**src/rtl/bus_dec_pkg.sv**
```systemverilog
// rtl/bus_dec_pkg.sv - shared types and default sizes for the bus window decoder
package bus_dec_pkg;

  localparam int DEF_AW     = 16;
  localparam int DEF_NREG   = 8;
  localparam int DEF_WS_W   = 3;
  localparam int DEF_BANK_W = 3;

  typedef enum logic [1:0] {
    IDLE = 2'd0,
    WAIT = 2'd1,
    HOLD = 2'd2
  } state_t;

  // Descriptor fields are sized by the package defaults; overriding AW/WS_W
  // on the decoder requires these constants to follow.
  typedef struct packed {
    logic                  valid;
    logic [DEF_AW-1:0]     base;
    logic [DEF_AW-1:0]     mask;
    logic [DEF_WS_W-1:0]   ws;
    logic                  bank;
  } win_desc_t;

endpackage

```
**src/rtl/bus_window_decoder_if.sv**
```systemverilog
// rtl/bus_window_decoder_if.sv - CPU bus, config and bank signals of one decoder instance
interface bus_window_decoder_if #(
  parameter int AW     = bus_dec_pkg::DEF_AW,
  parameter int NREG   = bus_dec_pkg::DEF_NREG,
  parameter int WS_W   = bus_dec_pkg::DEF_WS_W,
  parameter int BANK_W = bus_dec_pkg::DEF_BANK_W
);

  logic                    cfg_we;
  logic [$clog2(NREG)-1:0] cfg_idx;
  logic [AW-1:0]           cfg_base;
  logic [AW-1:0]           cfg_mask;
  logic [WS_W-1:0]         cfg_ws;
  logic                    cfg_bank;
  logic [AW-1:0]           cpu_ab;
  logic                    cpu_mreq;
  logic                    bank_we;
  logic [BANK_W-1:0]       bank_din;
  logic [NREG-1:0]         sel;
  logic                    miss;
  logic                    wait_n;
  logic [BANK_W-1:0]       bank_ab;

  modport master (
    output cfg_we, cfg_idx, cfg_base, cfg_mask, cfg_ws, cfg_bank,
    output cpu_ab, cpu_mreq, bank_we, bank_din,
    input  sel, miss, wait_n, bank_ab
  );

  modport slave (
    input  cfg_we, cfg_idx, cfg_base, cfg_mask, cfg_ws, cfg_bank,
    input  cpu_ab, cpu_mreq, bank_we, bank_din,
    output sel, miss, wait_n, bank_ab
  );

endinterface

```
**src/rtl/bus_window_match.sv**
```systemverilog
// rtl/bus_window_match.sv - combinational NREG-way window compare with lowest-index priority
module bus_window_match #(
  parameter int AW    = 16,
  parameter int NREG  = 8,
  parameter int IDX_W = $clog2(NREG)
) (
  input  logic [NREG-1:0]  i_valid,
  input  logic [AW-1:0]    i_base [NREG],
  input  logic [AW-1:0]    i_mask [NREG],
  input  logic [AW-1:0]    i_addr,
  output logic             o_hit,
  output logic [IDX_W-1:0] o_idx
);

  // Scan from the top so the last (lowest) matching index is the one kept.
  always_comb begin
    o_hit = 1'b0;
    o_idx = '0;
    for (int i = NREG - 1; i >= 0; i--) begin
      if (i_valid[i] && ((i_addr & i_mask[i]) == (i_base[i] & i_mask[i]))) begin
        o_hit = 1'b1;
        o_idx = IDX_W'(i);
      end
    end
  end

endmodule

```
**src/rtl/bus_window_decoder.sv**
```systemverilog
// rtl/bus_window_decoder.sv - registered NREG-window CPU decoder with wait-state FSM
// Banked-ROM address extension is compiled in when BUS_WINDOW_BANK_EN is defined.
module bus_window_decoder
  import bus_dec_pkg::*;
#(
  parameter int AW     = DEF_AW,
  parameter int NREG   = DEF_NREG,
  parameter int WS_W   = DEF_WS_W,
  parameter int BANK_W = DEF_BANK_W
) (
  input  logic                 clk_sys,
  input  logic                 reset_n,
  bus_window_decoder_if.slave  vif
);

  localparam int IDX_W = $clog2(NREG);

  win_desc_t       r_desc [NREG];
  state_t          r_state, w_state_nxt;
  logic [WS_W-1:0] r_cnt, w_cnt_nxt;
  logic [NREG-1:0] r_sel, w_sel_nxt;
  logic            r_miss, w_miss_nxt;
  logic            r_bank_sel, w_bank_sel_nxt;
  logic            r_mreq_q;

  logic [NREG-1:0]  w_valid;
  logic [AW-1:0]    w_base [NREG];
  logic [AW-1:0]    w_mask [NREG];
  logic             w_hit;
  logic [IDX_W-1:0] w_idx;
  win_desc_t        w_win;
  logic             w_start;

  always_comb begin
    for (int i = 0; i < NREG; i++) begin
      w_valid[i] = r_desc[i].valid;
      w_base[i]  = r_desc[i].base;
      w_mask[i]  = r_desc[i].mask;
    end
  end

  bus_window_match #(
    .AW   (AW),
    .NREG (NREG),
    .IDX_W(IDX_W)
  ) u_match (
    .i_valid(w_valid),
    .i_base (w_base),
    .i_mask (w_mask),
    .i_addr (vif.cpu_ab),
    .o_hit  (w_hit),
    .o_idx  (w_idx)
  );

  assign w_win   = r_desc[w_idx];
  assign w_start = vif.cpu_mreq && !r_mreq_q;

  // Descriptor writes land at the clock edge, so a same-cycle decode sees the old entry.
  always_ff @(posedge clk_sys or negedge reset_n) begin
    if (!reset_n) begin
      for (int i = 0; i < NREG; i++) r_desc[i] <= '0;
    end else if (vif.cfg_we) begin
      r_desc[vif.cfg_idx] <= '{
        valid: 1'b1,
        base:  vif.cfg_base,
        mask:  vif.cfg_mask,
        ws:    vif.cfg_ws,
`ifdef BUS_WINDOW_BANK_EN
        bank:  vif.cfg_bank
`else
        bank:  1'b0
`endif
      };
    end
  end

  // r_mreq_q resets high so a strobe already asserted across reset is not decoded.
  always_ff @(posedge clk_sys or negedge reset_n) begin
    if (!reset_n) begin
      r_state    <= IDLE;
      r_cnt      <= '0;
      r_sel      <= '0;
      r_miss     <= 1'b0;
      r_bank_sel <= 1'b0;
      r_mreq_q   <= 1'b1;
    end else begin
      r_state    <= w_state_nxt;
      r_cnt      <= w_cnt_nxt;
      r_sel      <= w_sel_nxt;
      r_miss     <= w_miss_nxt;
      r_bank_sel <= w_bank_sel_nxt;
      r_mreq_q   <= vif.cpu_mreq;
    end
  end

  always_comb begin
    w_state_nxt    = r_state;
    w_cnt_nxt      = r_cnt;
    w_sel_nxt      = r_sel;
    w_miss_nxt     = r_miss;
    w_bank_sel_nxt = r_bank_sel;
    case (r_state)
      IDLE: begin
        if (w_start) begin
          if (w_hit) begin
            w_sel_nxt      = NREG'(1) << w_idx;
            w_miss_nxt     = 1'b0;
            w_cnt_nxt      = w_win.ws;
            w_bank_sel_nxt = w_win.bank;
          end else begin
            w_sel_nxt      = '0;
            w_miss_nxt     = 1'b1;
            w_cnt_nxt      = '0;
            w_bank_sel_nxt = 1'b0;
          end
          w_state_nxt = (w_cnt_nxt == '0) ? HOLD : WAIT;
        end
      end
      WAIT: begin
        if (!vif.cpu_mreq) begin
          w_state_nxt    = IDLE;
          w_sel_nxt      = '0;
          w_miss_nxt     = 1'b0;
          w_cnt_nxt      = '0;
          w_bank_sel_nxt = 1'b0;
        end else if (r_cnt == WS_W'(1)) begin
          w_state_nxt = HOLD;
          w_cnt_nxt   = '0;
        end else begin
          w_cnt_nxt = r_cnt - WS_W'(1);
        end
      end
      HOLD: begin
        if (!vif.cpu_mreq) begin
          w_state_nxt    = IDLE;
          w_sel_nxt      = '0;
          w_miss_nxt     = 1'b0;
          w_bank_sel_nxt = 1'b0;
        end
      end
      default: begin
        w_state_nxt    = IDLE;
        w_sel_nxt      = '0;
        w_miss_nxt     = 1'b0;
        w_cnt_nxt      = '0;
        w_bank_sel_nxt = 1'b0;
      end
    endcase
  end

  assign vif.sel    = r_sel;
  assign vif.miss   = r_miss;
  assign vif.wait_n = (r_state != WAIT);

`ifdef BUS_WINDOW_BANK_EN
  logic [BANK_W-1:0] r_bank;

  always_ff @(posedge clk_sys or negedge reset_n) begin
    if (!reset_n) r_bank <= '0;
    else if (vif.bank_we) r_bank <= vif.bank_din;
  end

  // Follows the bank register live, so a mid-access bank write shows immediately.
  assign vif.bank_ab = r_bank_sel ? r_bank : '0;
`else
  logic w_unused_bank;
  assign w_unused_bank = ^{vif.bank_we, vif.bank_din, vif.cfg_bank, r_bank_sel};
  assign vif.bank_ab   = '0;
`endif

endmodule

```
**src/flat_wrapper.sv**
```systemverilog
// flat-port wrapper written by rule: the top's interface ports become plain ports
module bus_window_decoder_flat import bus_dec_pkg::*;
#(
  parameter int AW     = DEF_AW,
  parameter int NREG   = DEF_NREG,
  parameter int WS_W   = DEF_WS_W,
  parameter int BANK_W = DEF_BANK_W
)
  (clk_sys, reset_n, vif_cfg_we, vif_cfg_idx, vif_cfg_base, vif_cfg_mask, vif_cfg_ws, vif_cfg_bank, vif_cpu_ab, vif_cpu_mreq, vif_bank_we, vif_bank_din, vif_sel, vif_miss, vif_wait_n, vif_bank_ab);
  bus_window_decoder_if #(.AW(AW), .NREG(NREG), .WS_W(WS_W), .BANK_W(BANK_W)) vif_i ();
  input  logic clk_sys;
  input  logic reset_n;
  input wire logic [$bits(vif_i.cfg_we)-1:0] vif_cfg_we;
  input wire logic [$bits(vif_i.cfg_idx)-1:0] vif_cfg_idx;
  input wire logic [$bits(vif_i.cfg_base)-1:0] vif_cfg_base;
  input wire logic [$bits(vif_i.cfg_mask)-1:0] vif_cfg_mask;
  input wire logic [$bits(vif_i.cfg_ws)-1:0] vif_cfg_ws;
  input wire logic [$bits(vif_i.cfg_bank)-1:0] vif_cfg_bank;
  input wire logic [$bits(vif_i.cpu_ab)-1:0] vif_cpu_ab;
  input wire logic [$bits(vif_i.cpu_mreq)-1:0] vif_cpu_mreq;
  input wire logic [$bits(vif_i.bank_we)-1:0] vif_bank_we;
  input wire logic [$bits(vif_i.bank_din)-1:0] vif_bank_din;
  output wire logic [$bits(vif_i.sel)-1:0] vif_sel;
  output wire logic [$bits(vif_i.miss)-1:0] vif_miss;
  output wire logic [$bits(vif_i.wait_n)-1:0] vif_wait_n;
  output wire logic [$bits(vif_i.bank_ab)-1:0] vif_bank_ab;
  assign vif_i.cfg_we = vif_cfg_we;
  assign vif_i.cfg_idx = vif_cfg_idx;
  assign vif_i.cfg_base = vif_cfg_base;
  assign vif_i.cfg_mask = vif_cfg_mask;
  assign vif_i.cfg_ws = vif_cfg_ws;
  assign vif_i.cfg_bank = vif_cfg_bank;
  assign vif_i.cpu_ab = vif_cpu_ab;
  assign vif_i.cpu_mreq = vif_cpu_mreq;
  assign vif_i.bank_we = vif_bank_we;
  assign vif_i.bank_din = vif_bank_din;
  assign vif_sel = vif_i.sel;
  assign vif_miss = vif_i.miss;
  assign vif_wait_n = vif_i.wait_n;
  assign vif_bank_ab = vif_i.bank_ab;
  bus_window_decoder #(.AW(AW), .NREG(NREG), .WS_W(WS_W), .BANK_W(BANK_W)) u_core (.clk_sys(clk_sys), .reset_n(reset_n), .vif(vif_i));
endmodule
```
**config.mk**
```make
export PLATFORM = sky130hd
export DESIGN_NAME = bus_window_decoder_flat
export DESIGN_NICKNAME = d
export VERILOG_FILES = /design/src/rtl/bus_dec_pkg.sv /design/src/rtl/bus_window_decoder_if.sv /design/src/rtl/bus_window_match.sv /design/src/rtl/bus_window_decoder.sv /design/src/flat_wrapper.sv
export SDC_FILE = /design/constraint.sdc
export NUM_CORES = 1
export LEC_CHECK = 0
export BUFFER_PORTS_ARGS = -buffer_cell sky130_fd_sc_hd__buf_2
export CORE_ASPECT_RATIO = 1.4
export CORE_UTILIZATION = 50
export DETAILED_ROUTE_END_ITERATION = 12
export MAX_ROUTING_LAYER = met4
export PLACE_DENSITY_LB_ADDON = 0.25
export SLEW_MARGIN = 10
export SYNTH_ARGS = -nofsm -noshare
export SYNTH_HDL_FRONTEND = slang
export SYNTH_SLANG_ARGS = --single-unit
```
**constraint.sdc**
```tcl
create_clock -name clk_sys -period 8.1 [get_ports clk_sys]
set_input_delay 0.405 -clock clk_sys [delete_from_list [all_inputs] [get_ports clk_sys]]
set_output_delay 0.405 -clock clk_sys [all_outputs]
set_load 0.05 [all_outputs]
```
==> results of run 1 <==
-- timing repair --
action | in CTS | in global routing
gates resized for setup | 0 | 0
hold buffers | 2 | 0
setup buffers | 0 | 0
endpoints found under the setup margin | 0 | 0
endpoints found under the hold margin | 55 | 0
-- Yosys cell counts, drive strengths merged (3+ instances only) --
cell    instances
dfrtp         302
mux2          279
xor2          128
a22oi          64
nand2          52
clkbuf         28
buf            24
nand4          21
o21ai          17
nor3           13
nor2           10
o211ai         10
inv             9
nand2b          8
a21oi           6
nand3           6
or2             6
ha              5
a21boi          4
and2            4
a211o           3
a211oi          3
nand4b          3
o21a            3
or3             3
-- worst min-delay path by stage --
stage,startpoint,to,slack [ns],depth (start not counted)
5_1_grt,vif_cfg_ws[0],u_core.r_desc[112],0.16,3
4_1_cts,vif_cfg_ws[0],u_core.r_desc[112],0.15,3
3_5_place_dp,u_core.r_desc[73],u_core.r_desc[73],0.44,1
6_report,vif_cfg_ws[0],u_core.r_desc[112],0.15,3
2_1_floorplan,reset_n,u_core.r_cnt[0],0.11,0
3_3_place_gp,u_core.r_desc[73],u_core.r_desc[73],0.44,1
-- kinds of logic after synthesis --
| logic type | after synthesis |
|---|---|
| flops | 303 |
| other cells | 1 |
| compound gates | 124 |
| buf+inv | 61 |
| fa+ha+maj | 5 |
| xor+xnor | 128 |
| simple gates | 136 |
| mux | 281 |
-- registers in the layout, indices dropped and copies added (netlist names) --
register and cells:
u_core.r_desc 288, u_core.vif.sel 8, u_core.r_cnt 3, u_core.r_state 2, u_core.r_mreq_q 1, u_core.vif.miss 1
-- metal layers --
layer / part of all wire [%] / up-vias
met4: 2.1 / 0
met5: 0 / -
met2: 52 / 156
met3: 3.0 / 45
li1: - / 3841
met1: 43 / 4465
-- where the power goes --
group          switching [mW]  total (mW)  leakage [nW]  internal [mW]
clock                   0.595        1.39         0.484          0.791
combinational           0.548        1.02          2.74          0.477
sequential              0.197        2.04          3.63           1.84
-- worst max-delay path, delay by kind of cell, from the launching register on --
family / cells / cell delay, ns
xor gates and xnor gates: 1 / 0.14
muxes: 1 / 0.33
DFF: 1 / 0.39
and+or+nand+nor: 3 / 0.64
AOI/OAI and AO/OA: 5 / 2.10
-- per-stage QoR --
stage | power [mW] | setup slack, ns | instance area, um2 | hold slack, ns | instances
final | 4.450 | 4.379 | 15510 | 0.1547 | 1486
after CTS | 4.473 | 4.362 | 15510 | 0.1514 | 1486
after global routing | 4.665 | 4.251 | 15510 | 0.1648 | 1486
after global placement | 3.047 | 4.115 | 14520 | 0.4413 | 1430
after floorplan | 2.755 | 5.091 | 13900 | 0.1094 | 1041
after detailed placement | 3.087 | 4.108 | 14520 | 0.4449 | 1430
-- final cells by class --
cell class | instances | area, um2 | area share (%)
sequential | 303 | 7584 | 48.88
multi-input combinational | 677 | 6025 | 38.83
clock buffer | 36 | 792.0 | 5.105
tap | 365 | 456.7 | 2.944
timing repair buffer | 78 | 445.4 | 2.871
clock inverter | 18 | 177.7 | 1.145
inverter | 9 | 33.78 | 0.2178
==> reports/results.ini, run 1 <==
[critical_path]
critPathMaxFanout=6
reg2reg_depth=10
crit_start=u_core.r_desc[70]
worstSetupStartpointType=flip-flop
required_ns=8.55
critPathSlowestCell=a222oi_1
cp.arrival_ns=4.17
worstReg2RegEnd=u_core.r_state[0]
crit_type=flip-flop to flip-flop
cp_cell_sequence=xor2_1 -> a22oi_1 -> and4_1 -> nand3_2 -> a211o_1 -> a21oi_2 -> mux2_4 -> a222oi_1 -> nand2_1 -> a211o_1
r2r_slack_ns=4.38
worstReg2RegStart=u_core.r_desc[70]
end_kind=flip-flop
endpoint=u_core.r_state[0]
critPathMostFrequentCell=a211o_1
cp_slowest_stage_delay_ns=0.61

[global_route]
grt_max_degree=186
grt_util_met3_pct=2.468
gr-max-usage-layer=met2
grt_usage_pct=25.13
met1_usage_pct=31.81
met2_usage_pct=43.19
antenna_found_initial=0
gr-total-overflow=0
grt_pass1_wl_um=51550
grt_pass1_vias=8713

[final_layout]
final_cell_mix=302 x dfrtp_1, 277 x mux2_2, 128 x xor2_1, 66 x buf_2, 64 x a22oi_1
fin_util_pct=57.26
nets=1166
diodes=0
final.fill_count=2245
final_common_cell=dfrtp_1
drive_gt1_share_pct=38.00
area_growth_syn_to_layout_pct=11.64

[synth]
synth_top_family_by_area=multiplexers
synth_edf_count=0
synthCells=1039
synth_mux_area_share_pct=22.78
ys_ff_latch=303
synth-main-ff-cell=dfrtp_1
synth_compound_area_share_pct=6.609
synthArstFlopShare_pct=100.0
synth_top_area_cell=dfrtp_1
yosysSeqAreaShare_pct=54.57
yosysTopAreaCellShare_pct=54.39
syn_area_um2=13900
ys_types=58
synth_xor_area_share_pct=8.068
synth_fa_ha_area_share_pct=0.4502
yosys-top-cells-area=dfrtp_1 54%, mux2_2 22%, xor2_1 8.1%
syn_area_per_cell_um2=13.37
synthSimpleGateAreaFrac_pct=5.222
yosysWarnings=0

[sta]
timing.final.crit_share_pct=45.94
skew_ns=0.02217
worst_pin_slew_ns=1.067
max_freq_mhz=268.8
timing.slew.headroom_pct=28.85
tns_ns=0
rsz0062_at_grt=false
drv_slew=0
period_minus_slack_ns=3.721
hold_viol=0
setup_violations=0

[floorplanning]
die_w_um=142.9
die_h_um=199.3
rows=71
coreArea_um2=27090
floorplan.die_area_um2=28470
start_util_pct=51.29
ios=76

[cts]
path_clk_slew_ns=0.07
cts_made_buffers=29
numClockSinks=303
cts_buffer_depth=3
clock_latency_ns=0.56
cts.htree.levels=1
cts_tree=done
cts_root_buf=clkbuf_16

[job]
maxCapViolations=0

[detailed_routing]
wl_per_cell_um=22.25
vias=8507
drc=0
firstDrtPassIters=6
wl_um=33060
viasPerCell=5.725
drtIter0Drc=449
ant_nets=0

[placed_design]
port-buffer-count=67
hpwlAfterDp_um=21730
gp_congestion=0.8457

[power]
peakVddDrop_uv=151.6
power_density_nw_per_um2=286.9
p_leak_nw=6.854

[status]
outcome=complete, no violations

[hold_path]
hold_path.class=input pin to flip-flop

Power figures use the tool's default switching activity.
==> run 2, diff against run 1 <==
==> constraint.sdc (replaced) <==
create_clock -name clk_sys -period 2.98 [get_ports clk_sys]
set_input_delay 0.149 -clock clk_sys [delete_from_list [all_inputs] [get_ports clk_sys]]
set_output_delay 0.149 -clock clk_sys [all_outputs]
set_load 0.05 [all_outputs]
==> reports/results.ini, run 2 (same netlist as run 1, synthesis figures left out) <==
[status]
outcome=finished with violations
violations=negative setup slack

[critical_path]
crit_start=u_core.r_desc[171]
worstReg2RegStart=u_core.r_desc[171]
critPathMaxFanout=3  ; -3
end_kind=flip-flop
worstSetupStartpointType=flip-flop
crit_type=flip-flop to flip-flop
cp.arrival_ns=3.47  ; -0.70 ns
required_ns=3.41  ; -5.14 ns

[sta]
timing.final.crit_share_pct=102.2  ; +56 points
drv_slew=0  ; unchanged
worst_pin_slew_ns=0.6496  ; -0.4176 ns
period_minus_slack_ns=3.044  ; -0.6763 ns
max_freq_mhz=328.5  ; +22%
timing.slew.headroom_pct=56.69  ; +28 points
worst_hold_slack_ns=0.02635  ; -0.1284 ns
tns_ns=-0.06442  ; -0.06442 ns
rsz0062_at_grt=true
skew_ns=0.005908  ; -0.01627 ns
fin_ws_ns=-0.06442  ; -4.444 ns
setup_violations=1  ; +1
hold_viol=0  ; unchanged

[cts]
clock_latency_ns=0.54  ; -0.02 ns
cts_root_buf=clkbuf_16
cts_buffer_depth=3  ; unchanged
cts.htree.levels=1  ; unchanged
numClockSinks=303  ; unchanged
cts_tree=done
path_clk_slew_ns=0.06  ; about the same
cts_made_buffers=29  ; unchanged

[final_layout]
area_growth_syn_to_layout_pct=17.62
nets=1267  ; +8.7%
drive_gt1_share_pct=41.33  ; +3.3 points
diodes=0  ; unchanged
largest_reg_flops=288  ; unchanged
largest_register=u_core.r_desc
final_common_cell=dfrtp_1
final.fill_count=2159  ; -3.8%
fin_util_pct=60.32  ; +3.1 points
final_cell_mix=302 x dfrtp_1, 277 x mux2_2, 128 x xor2_1, 81 x buf_4, 66 x buf_2
instances_no_fill=1582  ; +6.5%

[global_route]
grt_pass1_vias=9213  ; +5.7%
grt_pass1_wl_um=53070  ; +2.9%
gr-total-overflow=0  ; unchanged
grt_max_degree=119  ; -36%
antenna_found_initial=0  ; unchanged
grt_usage_pct=25.49  ; +0.36 points

[detailed_routing]
vias=8813  ; +3.6%
viasPerCell=5.571  ; -2.7%
drtIter0Drc=437  ; -2.7%
firstDrtPassIters=5  ; -1
ant_nets=0  ; unchanged
wl_um=33510  ; +1.4%
wl_per_cell_um=21.18  ; -4.8%
drc=0  ; unchanged

[power]
seqPwrFrac_pct=45.5  ; -0.3 points
swShare_pct=30.04  ; -0.070 points
clkPwrFrac_pct=28.0  ; -3.2 points
p_comb_share_pct=26.5  ; +3.5 points
netSwitchingPower_mw=3.667  ; +170%
peakVddDrop_uv=424.0  ; +180%
power_density_nw_per_um2=747.0  ; +160%
internal_power_mw=8.542  ; +170%
p_leak_nw=7.301  ; +6.5%

[floorplanning]
floorplan.die_area_um2=28470  ; unchanged
start_util_pct=51.29  ; unchanged
coreArea_um2=27090  ; unchanged
rows=71  ; unchanged
die_h_um=199.3  ; unchanged
die_w_um=142.9  ; unchanged
ios=76  ; unchanged

[placed_design]
hpwlAfterDp_um=22980  ; +5.7%
gp_congestion=0.9061  ; +7.1%
port-buffer-count=67  ; unchanged
place_inst=1504  ; +5.2%

[hold_path]
hp-start=vif_cfg_mask[5]
hold_path.class=input pin to flip-flop

[job]
maxCapViolations=0  ; unchanged

[run 2: changes by cell type in the layout (fill, tap and decap cells not counted), moves of 2 or more]
cell,delta
buf_6,+4
a22oi_1,-4
clkinv_2,-6
clkbuf_1,+9
clkbuf_8,-2
buf_12,+2
clkinvlp_4,-2
inv_6,-2
a22oi_2,+4
bufinv_16,-2
buf_4,+73
dlygate4sd3_1,+22
nor3_4,+2
[run 2: power groups by stage]
stage | Clock, mW | Combinational [mW] | Sequential [mW]
after global placement | 0 | 3.02 | 5.57
after CTS | 3.48 | 3.16 | 5.55
after floorplan | 0 | 1.95 | 5.53
after global routing | 3.63 | 3.50 | 5.67
after detailed placement | 0 | 3.08 | 5.62
final | 3.42 | 3.23 | 5.56
[run 2: layer usage]
metal | share of wire [%] | routed length [um] | global-route usage [%]
met1 | 43 | 14280 | 31.73
met2 | 51 | 17190 | 43.83
met3 | 3.1 | 1037 | 2.468
met4 | 3.0 | 1005 | 8.005
met5 | 0 | 0 | -
[run 2: worst paths after layout]
| kind | slack, ns | cells after the start | endpoint |
|---|---|---|---|
| setup / recovery | -0.06 | 12 | u_core.r_state[0] |
| max in group asynchronous | 1.95 | 3 | u_core.r_desc[239] |
| hold / removal | 0.03 | 2 | u_core.r_desc[120] |
| min in group asynchronous | 0.08 | 2 | u_core.r_desc[257] |
| setup reg to reg | -0.06 | 12 | u_core.r_state[0] |
| hold reg to reg | 0.47 | 1 | u_core.r_desc[73] |
[run 2: worst max-delay path, cell delays in order (launching register included)]
cell      delay (ns)
dfrtp_1         0.38
xor2_1          0.16
a22oi_1         0.21
buf_4           0.16
nand4_1         0.09
or3_4           0.43
a211o_1         0.32
o211ai_1        0.19
o211ai_1        0.12
a222oi_1        0.37
buf_4           0.20
nand2_1         0.05
a211o_1         0.25
[run 2: what timing repair did]
action / in CTS / in global routing
hold buffers: 24 / 0
endpoints found under the hold margin: 378 / 0
pin swaps: 12 / 14
setup endpoints to repair: 5 / 5
setup buffers: 1 / 4
resized for setup: 6 / 19
[run 2: per-stage QoR]
stage | total power [mW] | setup slack (ns) | cell area [um2]
after global placement | 8.594 | -0.3781 | 15100
after global routing | 12.80 | -0.1219 | 16340
after detailed placement | 8.699 | -0.3465 | 15100
after CTS | 12.19 | -0.06237 | 16230
final | 12.21 | -0.06442 | 16340
after floorplan | 7.487 | 0.1619 | 13900
[run 2: area by class of cell]
class                   instances  area, um2  share of cell area [%]
flip-flops and latches        303       7584                   46.40
multi-input cells             677       6118                   37.43
repair buffers                179       1299                   7.946
clock buffers                  43      798.3                   4.884
well taps                     365      456.7                   2.794
clock inverters                 6      55.05                  0.3368
inverters                       9      33.78                  0.2067
